[config.mk]
export PLATFORM = sky130hd
export DESIGN_NAME = regfile_2w_scoreboard
export DESIGN_NICKNAME = d
export VERILOG_FILES = /design/src/rtl/regfile_2w_scoreboard.sv
export SDC_FILE = /design/constraint.sdc
export NUM_CORES = 2
export LEC_CHECK = 0
export BUFFER_PORTS_ARGS = -buffer_cell sky130_fd_sc_hd__buf_2
export CORE_UTILIZATION = 55
export DETAILED_ROUTE_END_ITERATION = 7
export GPL_ROUTABILITY_DRIVEN = 0
export PLACE_DENSITY = 0.76
export SLEW_MARGIN = 20
export SYNTH_ARGS = -nofsm -noshare
export SYNTH_HDL_FRONTEND = slang
export SYNTH_SLANG_ARGS = --single-unit
export TNS_END_PERCENT = 1
[constraint.sdc]
create_clock -name clk -period 15.5 [get_ports clk]
set_clock_uncertainty 0.2 [all_clocks]
set_input_delay 1.55 -clock clk [delete_from_list [all_inputs] [get_ports clk]]
set_output_delay 1.55 -clock clk [all_outputs]
set_load 0.02 [all_outputs]
[src/rtl/regfile_2w_scoreboard.sv]
// Register file: 2 combinational reads, 2 clocked writes (W3 ALU, W4 load), per-register pending bits.
// Optional write-first forwarding of data and pending-clear when REGFILE_BYPASS_EN is defined.
module regfile_2w_scoreboard #(
  parameter int DATA_W = 32,
  parameter int ADDR_W = 4,
  parameter int PC_IDX = 15
) (
  input  logic              clk,
  input  logic              reset,
  input  logic [ADDR_W-1:0] a1,
  input  logic [ADDR_W-1:0] a2,
  input  logic              re1,
  input  logic              re2,
  output logic [DATA_W-1:0] rd1,
  output logic [DATA_W-1:0] rd2,
  input  logic              we3,
  input  logic [ADDR_W-1:0] a3,
  input  logic [DATA_W-1:0] wd3,
  input  logic              we4,
  input  logic [ADDR_W-1:0] a4,
  input  logic [DATA_W-1:0] wd4,
  input  logic [DATA_W-1:0] r15,
  input  logic              sb_set,
  input  logic [ADDR_W-1:0] sb_addr,
  output logic              busy1,
  output logic              busy2,
  output logic              stall,
  output logic [ADDR_W:0]   pend_cnt
);

  localparam int NREGS = 2**ADDR_W;
  localparam logic [ADDR_W-1:0] PC_A = ADDR_W'(PC_IDX);

  logic [DATA_W-1:0] mem [NREGS];
  logic [NREGS-1:0]  pend;
  logic [NREGS-1:0]  pend_nxt;

  logic [ADDR_W-1:0] ra [2];
  logic [DATA_W-1:0] rd [2];
  logic [1:0]        busy_v;

  function automatic logic [ADDR_W:0] popcount(input logic [NREGS-1:0] v);
    logic [ADDR_W:0] c;
    c = '0;
    for (int i = 0; i < NREGS; i++) begin
      c = c + {{ADDR_W{1'b0}}, v[i]};
    end
    return c;
  endfunction

  // Set is applied after clear so a load issued behind a returning one keeps the bit.
  always_comb begin
    pend_nxt = pend;
    if (we4) pend_nxt[a4] = 1'b0;
    if (sb_set && (sb_addr != PC_A)) pend_nxt[sb_addr] = 1'b1;
  end

  always_ff @(posedge clk or posedge reset) begin
    if (reset) begin
      pend     <= '0;
      pend_cnt <= '0;
    end else begin
      pend     <= pend_nxt;
      pend_cnt <= popcount(pend_nxt);
    end
  end

  // W3 wins a collision with W4; the PC slot is never written.
  always_ff @(posedge clk or posedge reset) begin
    if (reset) begin
      for (int i = 0; i < NREGS; i++) begin
        mem[i] <= '0;
      end
    end else begin
      for (int i = 0; i < NREGS; i++) begin
        if (i != PC_IDX) begin
          if (we3 && (a3 == ADDR_W'(i))) begin
            mem[i] <= wd3;
          end else if (we4 && (a4 == ADDR_W'(i))) begin
            mem[i] <= wd4;
          end
        end
      end
    end
  end

  assign ra[0] = a1;
  assign ra[1] = a2;

  for (genvar p = 0; p < 2; p++) begin : g_rd
    always_comb begin
      rd[p] = mem[ra[p]];
      if (ra[p] == PC_A) begin
        rd[p] = r15;
`ifdef REGFILE_BYPASS_EN
      end else if (!reset && we3 && (a3 == ra[p])) begin
        rd[p] = wd3;
      end else if (!reset && we4 && (a4 == ra[p])) begin
        rd[p] = wd4;
`endif
      end
    end

`ifdef REGFILE_BYPASS_EN
    // A returning load releases its consumer in the same cycle unless a new load re-marks it.
    assign busy_v[p] = pend[ra[p]] &
                       ~(we4 && (a4 == ra[p]) && !(sb_set && (sb_addr == ra[p])));
`else
    assign busy_v[p] = pend[ra[p]];
`endif
  end

  assign rd1   = rd[0];
  assign rd2   = rd[1];
  assign busy1 = busy_v[0];
  assign busy2 = busy_v[1];
  assign stall = (re1 & busy1) | (re2 & busy2);

endmodule

Yosys cells after proc, flatten, opt, wreduce, memory -nomap -nowiden
Cells that the tools add are included.
- order comparisons: 8
- $add $sub $neg: 15
- eq/ne operators: 31
- bitwise operators: 8
- muxes and demuxes: 48
- reductions and logical operators: 50
- operators by type and width (operator ; number):
    two-way mux 32 bit ; 36
    binary-select mux 32 bit (select 4 bit) ; 2
    == test 4 bit (second input constant) ; 16
    adder 5 x 1 -> 5 bit ; 11
    logical AND 1 bit ; 33
    == test 4 x 3 -> 1 bit (second input constant) ; 8
    two-way mux 16 bit ; 2
    nonzero test 2 bit ; 15
    < comparator 4 x 5 -> 1 bit (second input constant) ; 4
    bitwise AND 16 bit ; 1
    == test 4 x 2 -> 1 bit (second input constant) ; 4
    inverter 16 bit ; 1
    OR 16 bit ; 1
    >= comparator 5 bit (second input constant) ; 2
    inverter 4 -> 5 bit ; 2
    binary-select mux 1 bit (select 4 bit) ; 2
    demux 1 bit (select 4 bit) ; 2
    == test 4 x 1 -> 1 bit (second input constant) ; 2
    >= comparator 4 x 1 -> 1 bit (second input constant) ; 2
    logical NOT 4 bit ; 2
    adder 4 x 1 -> 5 bit ; 1
    adder 3 x 1 -> 4 bit ; 1
    two-way mux 1 bit ; 4
    != test 4 bit (second input constant) ; 1
    other kinds (4) ; 5
- logic and storage cells: 177
- input port bits: 123
- register bits: 501

Longest topological paths before layout
- depth in word-level cells: 24
- depth in mapped cells: 17

Worst setup path before layout
OpenSTA, ideal clock, no wires.
- path type: input to register
- start point: input a4[1]
- end point: register pend_cnt[4]
- path slack: 9888 ps
- buffers on the path: 2
- required time: 15236 ps
- library setup time: 64 ps
- arrival: 5348 ps
- cell stages on the path: 16
- cell sequence: nor3b_2 -> nand3b_1 -> buf_2 -> buf_2 -> a22o_1 -> fa_1 -> inv_1 -> fa_1 -> fa_1 -> inv_1 -> fa_1 -> ha_1 -> inv_1 -> fa_1 -> nor2b_1 -> o21a_1
- cells in the longest elaborated chain, start to end: 24
- elaborated cells on any way between the ends: 25
- those cells by class: add/sub: 15; order compare: 2; mux: 4; bitwise: 3; reduce/logical: 1
- ends and longest elaborated chain (item ; line ; source):
    from (decl) ; 20 ; input logic [ADDR_W-1:0] a4,
    < comparator 4 x 5 -> 1 bit (not written as such) / >= comparator 4 x 1 -> 1 bit (equally long branches) ; 54 ; if (we4) pend_nxt[a4] = 1'b0;
    logical AND 1 bit (not written as such) ; 54 ;
    two-way mux 1 bit (not written as such) ; 54 ;
    demux 1 bit (select 4 bit) (*) ; 54 ;
    inverter 16 bit (no line) (*) ; n/a ;
    bitwise AND 16 bit (no line) (*) ; n/a ;
    two-way mux 16 bit (*) ; 54 ;
    OR 16 bit (no line) ; n/a ;
    two-way mux 16 bit (*) ; 55 ; if (sb_set && (sb_addr != PC_A)) pend_nxt[sb_addr] = 1'b1;
    net pend_nxt[1] ; 36 ; logic [NREGS-1:0] pend_nxt;
    adder 1 x 1 -> 2 bit (*) ; 46 ; c = c + {{ADDR_W{1'b0}}, v[i]};
    adder 2 x 1 -> 3 bit (*) ; 46 ;
    adder 3 x 1 -> 4 bit (*) ; 46 ;
    adder 4 x 1 -> 5 bit (*) ; 46 ;
    adder 5 x 1 -> 5 bit (*) (11 in a row) ; 46 ;
    to (signal assigned) ; 64 ; pend_cnt <= popcount(pend_nxt);
    to (decl) ; 28 ; output logic [ADDR_W:0] pend_cnt
The timed path passes the listed nets; every way through them passes the cells marked *.
A chain may end at the register's enable or synchronous reset.

Worst setup path in the final report
- start point: input a1[0]
- end point: output rd1[12]
- cells in the longest elaborated chain, start to end: 5
- elaborated cells on any way between the ends: 6
- those cells by class: eq/ne: 1; mux: 4; bitwise: 1
- ends and longest elaborated chain (item ; line ; source):
    from (decl) ; 10 ; input logic [ADDR_W-1:0] a1,
    inverter 4 -> 5 bit (not written as such) ; 92 ; rd[p] = mem[ra[p]];
    binary-select mux 32 bit (select 4 bit) ; 92 ;
    two-way mux 32 bit (not written as such) (2 in a row) ; 92 ;
    two-way mux 32 bit (*) ; 93 ; if (ra[p] == PC_A) begin
    to (decl) ; 14 ; output logic [DATA_W-1:0] rd1,
Every way passes the cells marked *; elsewhere a longest branch is shown, timed or not. The select of a mux whose other input is x is not followed.

==> summary.txt <==
Critical path
  • Crit end category: output port
  • Critical path class: input port to output port
  • Startpoint Class: input port
  • Worst EP arrival: 5100 ps
  • Crit Path Max Fanout: 58
  • CP Data Required Time: roughly 14000 ps

CTS
  • Worst-Skew Late Latency: 610 ps
  • CTS-repair resized insts: 0
  • Clock Sinks: 501
  • H-tree Lvls: 2
  • CTS Hold Buffers Added: 0
  • Post-CTS Setup Repair Bufs: 0
  • Root Driver: clkbuf_16
  • CTS max path bufs: 3
  • CTS tree: done
  • Inserted Clock Buffers: 54
  • Clk pin slew, worst setup/hold paths: around 60 ps

Timing
  • Final period util: between 40 and 50%
  • Crit path time final: approximately 6800 ps
  • Slew @ Worst Pin: 1151 ps
  • Final Setup Violations: 0
  • Final worst slack: 8655 ps
  • Final hold slack: between 300 and 400 ps
  • Setup TNS: 0 ps
  • Final hold viol count: 0
  • Maximum clock rate: 146.1 MHz
  • Fin. max-slew vios: 0
  • Slew HR: 23.27%
  • RSZ-0062 raised after global routing: false

Die
  • Standard-cell rows: 87
  • Initial Util: 56.00%
  • IO Pins: 195
  • Die area: just under 60000 µm²
  • Die H: between 200 and 250 µm
  • Chip width: 242.3 µm
  • Core ar.: 56710 µm²

GRT
  • Largest net degree at the start of global routing: 86
  • Total GRT Usage: between 30% and 40%
  • Global route overflow: 0
  • Vias in the first global route: around 27000
  • First-pass GRT wire length: between 150 and 200 mm
  • Initial antenna violation count: 3

Placed design
  • I/O Buffers: 194
  • Worst Setup Slack post-DPL: roughly 8700 ps
  • DP HPWL: ~57 mm

Status
  • Status: completed

Pwr
  • Int Pwr: 3150 µW
  • Switch Pwr: 1500 µW
  • Tot Pwr: 4650 µW
  • Sequential share of power: 41.0%
  • Leakage: 0.01543 µW
  • Power Density: 134.0 nW/µm²
  • Switch share: 32.26%
  • Comb pwr share: 29.5%
  • Clock power share: 29.4%
  • Worst VDD drop: 0.08821 mV

Logic synthesis
  • Warnings from Yosys: 32
  • Seq/Total Area, Yosys: 39.48%
  • Syn avg cell area: approximately 10 µm²
  • Synth unique cells: 42
  • Syn nets: 3232
  • Cell count after synthesis: 3094
  • Synthesized area: 31760 µm²
  • Seq cells post-synth: 501

Finish
  • Layout cells sized above 1: 19.22%
  • Fill cells: 4462
  • P&R area growth vs syn: 9.247%
  • Layout Utilization: 61.17%
  • Nets: 3210
  • Footprint of the multi-input gates: approximately 18000 µm²
  • Register Area: between 10000 and 15000 µm²

Hold path
  • Min-delay worst type: register to register

Drt
  • DR vias/cell: a little under 7
  • Initial detailed-routing violation count: 3496
  • First-pass DRT Iterations: 6
  • Wire per inst: between 20 and 30 µm
  • Antenna Nets Post-Route: 0
  • Vias: 26353
  • Total wire length: 101.0 mm
  • DRC Markers: 0

Run
  • Max Cap Viol: 0
[critical path, cell delays in order]
cell	delay, ps
clkbuf_8	520
buf_4	780
buf_4	860
mux4_2	600
mux2i_1	240
o22ai_1	200
buf_2	230
[state kept, by name, indices dropped and copies added, names as in the netlist]
register  cells
pend_cnt      5
mem         480
pend         16
[logic make-up (layout without fill, tap and decap cells)]
logic type	Yosys count	count (layout)	synth area share (%)
multiplexers	817	817	33.71
AO/OA/AOI/OAI	729	729	12.46
AND/OR/NAND/NOR	684	684	8.668
flip-flops	501	501	39.48
buffers and inverters	346	368	4.803
adder cells (fa/ha/maj)	15	15	0.8274
XOR/XNOR	2	2	0.05517
other	0	2	0
[layout by cell type (no fill, tap or decap), drive strengths merged, types with 10 or more instances in the layout]
cell type  synthesis  final
mux2i            588    588
dfrtp            501    501
nand2            337    337
o21ai            331    331
nor2             302    302
buf              134    246
a21oi            229    229
mux4             199    199
clkbuf           192     85
a31oi             64     64
o22ai             64     64
mux2              30     30
o22a              30     30
inv               20     20
fa                10     10
[synthesized netlist by cell type (all sizes together)]
| master | instances | area (µm²) |
|---|---|---|
| a211o | 1 | 8.760 |
| a211oi | 1 | 7.510 |
| a21o | 3 | 22.52 |
| a21oi | 229 | 1146 |
| a22o | 3 | 26.28 |
| a22oi | 1 | 7.510 |
| a31oi | 64 | 400.4 |
| a32o | 1 | 10.01 |
| and2 | 3 | 18.77 |
| and3b | 4 | 35.03 |
| buf | 134 | 728.2 |
| clkbuf | 192 | 721.9 |
| dfrtp | 501 | 12540 |
| fa | 10 | 200.2 |
| ha | 5 | 62.56 |
| inv | 20 | 75.07 |
| mux2 | 30 | 337.8 |
| mux2i | 588 | 5886 |
| mux4 | 199 | 4482 |
| nand2 | 337 | 1265 |
| nand2b | 6 | 37.54 |
| nand3 | 9 | 45.04 |
| nand3b | 3 | 22.52 |
| nand4 | 4 | 25.02 |
| nor2 | 302 | 1146 |
| nor2b | 7 | 43.79 |
| nor3b | 6 | 71.32 |
| nor4 | 1 | 12.51 |
| nor4b | 1 | 23.77 |
| o21a | 1 | 7.510 |
| o21ai | 331 | 1657 |
| o22a | 30 | 262.8 |
| o22ai | 64 | 400.4 |
| or2 | 1 | 6.260 |
| xnor2 | 2 | 17.52 |
[final cells by class]
| type | instances | area share [%] |
|---|---|---|
| sequential | 501 | 36.14 |
| timing repair buffer | 248 | 4.169 |
| inverter | 20 | 0.2272 |
| clock buffer | 83 | 4.761 |
| clock inverter | 17 | 0.6311 |
| antenna | 2 | 0.01443 |
| multi-input combinational | 2247 | 51.33 |
| tap | 756 | 2.726 |
[per-layer routing]
layer	routed length, µm	GRT usage, %
met5	13	0
met1	38420	46.27
met2	46230	53.89
met4	4466	15.02
met3	11920	7.112
[final timing paths]
path / slack [ps] / depth (start not counted) / to / from
setup / recovery: 8650 / 7 / rd1[12] / a1[0]
setup reg to reg: 11450 / 13 / pend_cnt[4] / pend[7]
min in group asynchronous: 950 / 2 / pend[2] / reset
hold / removal: 340 / 1 / pend[13] / pend[13]
max in group asynchronous: 11400 / 5 / mem[46] / reset
hold reg to reg: 340 / 1 / pend[13] / pend[13]
[power groups by stage]
stage               registers (µW)  logic, µW  clock network [µW]
finish                        1910       1370                1370
CTS                           1900       1360                1380
global route                  1950       1500                1430
global placement              1880       1300                   0
detailed placement            1920       1360                   0
floorplan                     1840       1050                   0
[through the flow]
| stage | cell area (µm²) | cells |
|---|---|---|
| 2_1_floorplan | 31760 | 3094 |
| 3_3_place_gp | 32770 | 3770 |
| 3_5_place_dp | 32770 | 3770 |
| 4_1_cts | 34640 | 3870 |
| 5_1_grt | 34690 | 3874 |
| 6_report | 34690 | 3874 |
No activity file was read; power rests on OpenSTA's default activity.
